### src/rtl/mult_pkg.sv
`default_nettype none
// ============================================================================
// Module   : mult_pkg
// Purpose  : Shared types and helpers for the sequential multiplier: the
//            controller state encoding and the latency formula used by both
//            the design and its bench.
// Revision : 1.0 - initial release
// ============================================================================
package mult_pkg;

  // Controller states: capture, partial products, last accumulate, output
  typedef enum logic [1:0] {
    IDLE = 2'd0,
    MUL  = 2'd1,
    ACC  = 2'd2,
    FIX  = 2'd3
  } state_t;

  // Cycles from the start-accept cycle to the done cycle for K slices
  function automatic int lat(input int k);
    return k * k + 3;
  endfunction

  // $clog2 clamped to at least one bit so degenerate sizes still give a
  // legal vector width
  function automatic int clog2_min1(input int n);
    return (n > 1) ? $clog2(n) : 1;
  endfunction

endpackage
`default_nettype wire

### src/rtl/mult_part.sv
`default_nettype none
// ============================================================================
// Module   : mult_part
// Purpose  : Combinational PART x PART unsigned multiplier with a full-width
//            2*PART product. Sized to map onto a single DSP block.
// Revision : 1.0 - initial release
// ============================================================================
module mult_part #(
  parameter int PART = 16
) (
  input  logic [PART-1:0]   a_i,
  input  logic [PART-1:0]   b_i,
  output logic [2*PART-1:0] p_o
);

  // Both operands are zero-extended so the product is formed at full width
  assign p_o = {{PART{1'b0}}, a_i} * {{PART{1'b0}}, b_i};

endmodule
`default_nettype wire

### src/rtl/mult_seq.sv
`default_nettype none
// ============================================================================
// Module   : mult_seq
// Purpose  : WIDTH x WIDTH multi-cycle multiplier that time-shares a single
//            PART x PART unsigned multiplier over all K*K partial products
//            (K = WIDTH/PART). start/busy/done handshake, latency K*K+3.
//            Optional two's-complement mode when MULT_SIGNED_EN is defined
//            (adds the signed_mode_i port); default build is unsigned only.
// Revision : 1.0 - initial release
// ============================================================================
module mult_seq
  import mult_pkg::*;
#(
  parameter int WIDTH = 32,
  parameter int PART  = 16
) (
  input  logic               clk,
  input  logic               reset,
  input  logic               start_i,
  input  logic [WIDTH-1:0]   dataa_i,
  input  logic [WIDTH-1:0]   datab_i,
`ifdef MULT_SIGNED_EN
  input  logic               signed_mode_i,
`endif
  output logic               busy_o,
  output logic               done_o,
  output logic [2*WIDTH-1:0] result_o
);

  localparam int K         = WIDTH / PART;
  localparam int NPP       = K * K;
  localparam int RES_W     = 2 * WIDTH;
  localparam int IDX_W     = clog2_min1(NPP);
  localparam int SL_W      = clog2_min1(K);
  localparam int SHIFT_MAX = 2 * (K - 1) * PART;
  localparam int SHIFT_W   = clog2_min1(SHIFT_MAX + 1);
  localparam logic [IDX_W-1:0] IDX_LAST = IDX_W'(NPP - 1);

  // Reject operand widths that do not split into whole PART slices
  generate
    if ((PART < 1) || (WIDTH < PART) || ((WIDTH % PART) != 0)) begin : g_bad_width
      $error("mult_seq: WIDTH must be a positive integer multiple of PART");
    end
  endgenerate

  // --------------------------------------------------------------------------
  // State
  // --------------------------------------------------------------------------
  state_t              state_q;
  logic [IDX_W-1:0]    idx_q;
  logic [WIDTH-1:0]    a_mag_q;
  logic [WIDTH-1:0]    b_mag_q;
  logic [2*PART-1:0]   prod_q;
  logic [SHIFT_W-1:0]  shift_q;
  logic                pv_q;
  logic [RES_W-1:0]    acc_q;
  logic                busy_q;
  logic                done_q;
  logic [RES_W-1:0]    result_q;

  // --------------------------------------------------------------------------
  // Next-state / combinational helpers
  // --------------------------------------------------------------------------
  logic [WIDTH-1:0]    a_mag_d;
  logic [WIDTH-1:0]    b_mag_d;
  logic [SL_W-1:0]     slice_i;
  logic [SL_W-1:0]     slice_j;
  logic [PART-1:0]     part_a;
  logic [PART-1:0]     part_b;
  logic [2*PART-1:0]   part_p;
  logic [SHIFT_W-1:0]  shift_d;
  logic [RES_W-1:0]    acc_d;
  logic [RES_W-1:0]    result_d;

`ifdef MULT_SIGNED_EN
  logic sign_q;
  logic sign_d;
  logic a_neg;
  logic b_neg;

  // In signed mode each negative operand is replaced by its magnitude; the
  // magnitude of the most negative value still fits unsigned in WIDTH bits.
  assign a_neg   = signed_mode_i & dataa_i[WIDTH-1];
  assign b_neg   = signed_mode_i & datab_i[WIDTH-1];
  assign sign_d  = a_neg ^ b_neg;
  assign a_mag_d = a_neg ? (WIDTH'(0) - dataa_i) : dataa_i;
  assign b_mag_d = b_neg ? (WIDTH'(0) - datab_i) : datab_i;

  // Restore the sign of the product once the magnitude is complete
  assign result_d = sign_q ? (RES_W'(0) - acc_q) : acc_q;
`else
  assign a_mag_d  = dataa_i;
  assign b_mag_d  = datab_i;
  assign result_d = acc_q;
`endif

  // idx walks the partial products row by row: i selects the a slice, j the
  // b slice.
  assign slice_i = SL_W'(32'(idx_q) / K);
  assign slice_j = SL_W'(32'(idx_q) % K);
  assign part_a  = a_mag_q[slice_i * PART +: PART];
  assign part_b  = b_mag_q[slice_j * PART +: PART];
  assign shift_d = SHIFT_W'((32'(slice_i) + 32'(slice_j)) * PART);

  // Accumulator input: previous partial product placed at its bit weight
  assign acc_d = acc_q + (RES_W'(prod_q) << shift_q);

  mult_part #(
    .PART (PART)
  ) u_part (
    .a_i (part_a),
    .b_i (part_b),
    .p_o (part_p)
  );

  // Operand magnitudes are captured only when a request is accepted
  always_ff @(posedge clk) begin
    if ((state_q == IDLE) && start_i) begin
      a_mag_q <= a_mag_d;
      b_mag_q <= b_mag_d;
    end
  end

  // Controller, partial-product pipeline, accumulator and registered outputs
  always_ff @(posedge clk) begin
    if (reset) begin
      state_q  <= IDLE;
      idx_q    <= '0;
      prod_q   <= '0;
      shift_q  <= '0;
      pv_q     <= 1'b0;
      acc_q    <= '0;
      busy_q   <= 1'b0;
      done_q   <= 1'b0;
      result_q <= '0;
`ifdef MULT_SIGNED_EN
      sign_q   <= 1'b0;
`endif
    end else begin
      done_q <= 1'b0;
      pv_q   <= 1'b0;
      // A registered partial product is folded in on the edge after it forms
      if (pv_q) begin
        acc_q <= acc_d;
      end
      case (state_q)
        IDLE: begin
          if (start_i) begin
            state_q <= MUL;
            idx_q   <= '0;
            acc_q   <= '0;
            busy_q  <= 1'b1;
`ifdef MULT_SIGNED_EN
            sign_q  <= sign_d;
`endif
          end
        end
        MUL: begin
          prod_q  <= part_p;
          shift_q <= shift_d;
          pv_q    <= 1'b1;
          if (idx_q == IDX_LAST) begin
            state_q <= ACC;
          end else begin
            idx_q <= idx_q + IDX_W'(1);
          end
        end
        ACC: begin
          // Last partial product is added on this edge
          state_q <= FIX;
        end
        FIX: begin
          result_q <= result_d;
          done_q   <= 1'b1;
          busy_q   <= 1'b0;
          state_q  <= IDLE;
        end
        default: begin
          state_q <= IDLE;
        end
      endcase
    end
  end

  assign busy_o   = busy_q;
  assign done_o   = done_q;
  assign result_o = result_q;

endmodule
`default_nettype wire

### config.mk
export PLATFORM = sky130hd
export DESIGN_NAME = mult_seq
export DESIGN_NICKNAME = d
export VERILOG_FILES = /design/src/rtl/mult_pkg.sv /design/src/rtl/mult_part.sv /design/src/rtl/mult_seq.sv
export SDC_FILE = /design/constraint.sdc
export NUM_CORES = 1
export LEC_CHECK = 0
export ABC_AREA = 1
export BUFFER_PORTS_ARGS = -buffer_cell sky130_fd_sc_hd__buf_2
export CAP_MARGIN = 20
export CORE_MARGIN = 2
export CORE_UTILIZATION = 57
export DETAILED_ROUTE_END_ITERATION = 8
export GPL_ROUTABILITY_DRIVEN = 1
export PLACE_DENSITY = 0.79
export SLEW_MARGIN = 10
export SYNTH_ARGS = -nofsm -noshare
export SYNTH_HDL_FRONTEND = slang
export SYNTH_SLANG_ARGS = --single-unit
### constraint.sdc
create_clock -name clk -period 7.3 [get_ports clk]
set_input_delay 0.73 -clock clk [delete_from_list [all_inputs] [get_ports clk]]
set_output_delay 0.73 -clock clk [all_outputs]
set_load 0.05 [all_outputs]
==> flow_summary_export.csv <==
group,metric,value,unit
clock_tree,htree_levels,1,
global_route,grt_util_all_layers,32.6,%
route,drt_wl_total,70.2,mm
clock_tree,clockBufferDepth,3,
worst_setup_path,reg2reg_slack,0.49,ns
clock_tree,clk_latency,0.56,ns
route,drt-pass1-iter-count,7,
timing,fmax,147,MHz
floorplanning,die-area,43100,sq um
worst_setup_path,required,7.74,ns
placed_design,place_hpwl,56.7,mm
worst_setup_path,worst_setup_path_end_kind,"flop",
global_route,overflow,0,
worst_setup_path,crit_slowest_cell,"dfxtp_1",
timing,hold_violations,0,
floorplanning,die_width,207,um
worst_setup_path,crit_path_max_fanout,17,
floorplanning,fp.dieH,207,um
yosys,yosysWarnings,0,
route,wl_per_cell,16.7,um
timing,rsz0062_at_grt,"false",
cells_and_area,nets,4074,
global_route,grt_pass1_vias,20988,
yosys,ys_types,42,
timing,finClkSkew,0.0280,ns
placed_design,gp_congestion,1.04,
run_status,outcome,"complete, no violations",
yosys,synthesis.area,23600,sq um
worst_setup_path,cp_common_cell,"fa_1",
yosys,ys_top_cells_by_area,"fa_1 (17%), nand2_1 (15%), dfxtp_1 (14%)",
worst_setup_path,slowest_delay,0.74,ns
timing,setup_viol,0,
floorplanning,num_rows,74,
floorplanning,core,40800,sq um
timing,maxSlewViolCount,0,
yosys,synth_nets,3965,
timing,tns,0,ns
timing,fin_crit_sh,93.3,%
clock_tree,cts_tree,"yes",
global_route,grt_max_degree,78,
clock_tree,root_buffer,"clkbuf_16",
worst_setup_path,worstSetupPathType,"reg2reg",
floorplanning,ioPinCount,133,
cells_and_area,areaGrowthSynthToFinish,9.06,%
cells_and_area,n_fill_cell,3769,
worst_setup_path,worstPathArrival,7.26,ns
yosys,syn_inst,3531,
route,drc,0,
hold_path,hold_path.class,"in2reg",
cells_and_area,layout_common_cells,"nand2_1 (925), inv_1 (768), nor2_1 (512)",
placed_design,portBuffers,132,
timing,slew_headroom,32.8,%
cells_and_area,multi_input_area,15000,sq um
run,maxCapViolations,0,
route,antenna_left,0,
route,drt-vias-per-instance,5.29,
cells_and_area,final_layout_size_suffix_gt1_share,8.15,%
yosys,netlist.area_leader.share,16.5,%
global_route,grt_antenna_before_repair,3,
yosys,syn_area_per_cell,6.68,sq um
global_route,grt_pass1_wl,111,mm
yosys,yosys_register_bits,233,
route,drt-initial-drc-count,2210,
clock_tree,ctsHoldBuffers,0,
clock_tree,numCtsBuffers,26,
cells_and_area,fin_util,63.0,%
route,vias,22180,
clock_tree,clkTransAtPathRegs,0.07,ns
cells_and_area,seqCellArea,5310,sq um
yosys,synth_seq_area_share,22.5,%
floorplanning,start_util,57.8,%
timing,min_period,6.81,ns
cells_and_area,layout_commonest_cell,"nand2_1",
worst_setup_path,cp-start-kind,"flop",
yosys,yosysTopAreaCell,"fa_1",
timing,tightest_slew,1.01,ns
clock_tree,cts_sinks,233,
[logic make-up after synthesis]
logic type	synth area share (%)
adders and majority gates	25.7
buffers and inverters	14.1
and+or+nand+nor	28.2
AOI/OAI and AO/OA	8.31
DFF	22.5
xor gates and xnor gates	1.26
[registers in the layout (all words and copies together), names as in the netlist, 2 cells and up]
name      cells
acc_q        64
result_o     64
a_mag_q      32
b_mag_q      32
prod_q       32
idx_q         2
shift_q       2
state_q       2
[final timing paths]
kind / startpoint / to / cells after the start
max: idx_q[0]$_SDFFE_PP0P_ / prod_q[28]$_SDFFE_PP0P_ / 25
min: datab_i[16] / b_mag_q[16]$_DFFE_PP_ / 1
max reg2reg: idx_q[0]$_SDFFE_PP0P_ / prod_q[28]$_SDFFE_PP0P_ / 25
min reg2reg: result_o[10]$_SDFFE_PP0P_ / result_o[10]$_SDFFE_PP0P_ / 2
[critical path, delay by kind of cell (launching register included)]
kind / cells / cell delay (ns)
AND/OR/NAND/NOR: 9 / 1.07
buffers and inverters: 6 / 1.09
flip-flops: 1 / 0.74
AO/OA/AOI/OAI: 3 / 0.70
adder cells (fa/ha/maj): 7 / 3.08
[per-layer routing]
layer | wire [um] | global-route usage [%] | vias to the layer above
li1 | - | - | 10859
met1 | 29700 | 44.9 | 10052
met2 | 29200 | 49.0 | 1074
met3 | 7950 | 7.78 | 191
met4 | 3120 | 13.1 | 4
met5 | 195 | 3.34 | -
[cell type report]
class / count / share of cell area [%]
multi-input combinational: 2416 / 58.1
sequential: 233 / 20.6
inverter: 795 / 11.6
timing repair buffer: 168 / 3.71
clock buffer: 38 / 2.99
tap: 532 / 2.59
clock inverter: 8 / 0.301
antenna: 4 / 0.0389
[metrics by stage]
| stage | instances | hold slack, ns | worst slack (ns) | area [sq um] |
|---|---|---|---|---|
| 6_report | 4194 | 0.340 | 0.488 | 25700 |
| 5_1_grt | 4193 | 0.331 | 0.112 | 25700 |
| 4_1_cts | 4188 | 0.326 | 0.158 | 25700 |
| 3_5_place_dp | 4142 | 0.478 | 0.185 | 24800 |
| 3_3_place_gp | 4142 | 0.473 | 0.215 | 24800 |
| 2_1_floorplan | 3531 | 0.453 | 1.59 | 23600 |
[synth_stat cells]
master	n
o211ai_1	13
nand4_1	20
buf_1	9
and2_1	2
dfxtp_1	169
a211oi_1	4
a21boi_0	1
o21ai_0	172
inv_2	15
nor3_1	21
edfxtp_1	64
a31oi_1	2
nand2_1	925
or2_2	1
buf_4	1
nand3_1	110
nor4_2	3
buf_2	18
nand2_2	24
nor3_2	1
o21ai_2	9
a21o_1	3
nand3b_2	2
nand3b_1	3
clkinv_1	11
nor2_1	512
ha_1	172
xnor2_1	3
o21bai_1	5
o211ai_2	1
a21oi_2	3
nand2_4	1
nand3_2	11
a21oi_1	126
clkbuf_1	59
o21ai_1	15
xor2_1	31
nor2_2	14
fa_1	195
inv_1	769
o22ai_1	10
o21a_1	1
[repair_timing]
item                                    CTS  global route
endpoints found under the setup margin    0            20
resized for setup                         0             4
setup buffers                             0             0
Power is left out: the tool's default activity adds up to more than one toggle a clock period on the data nets, which glitch-free logic cannot reach.
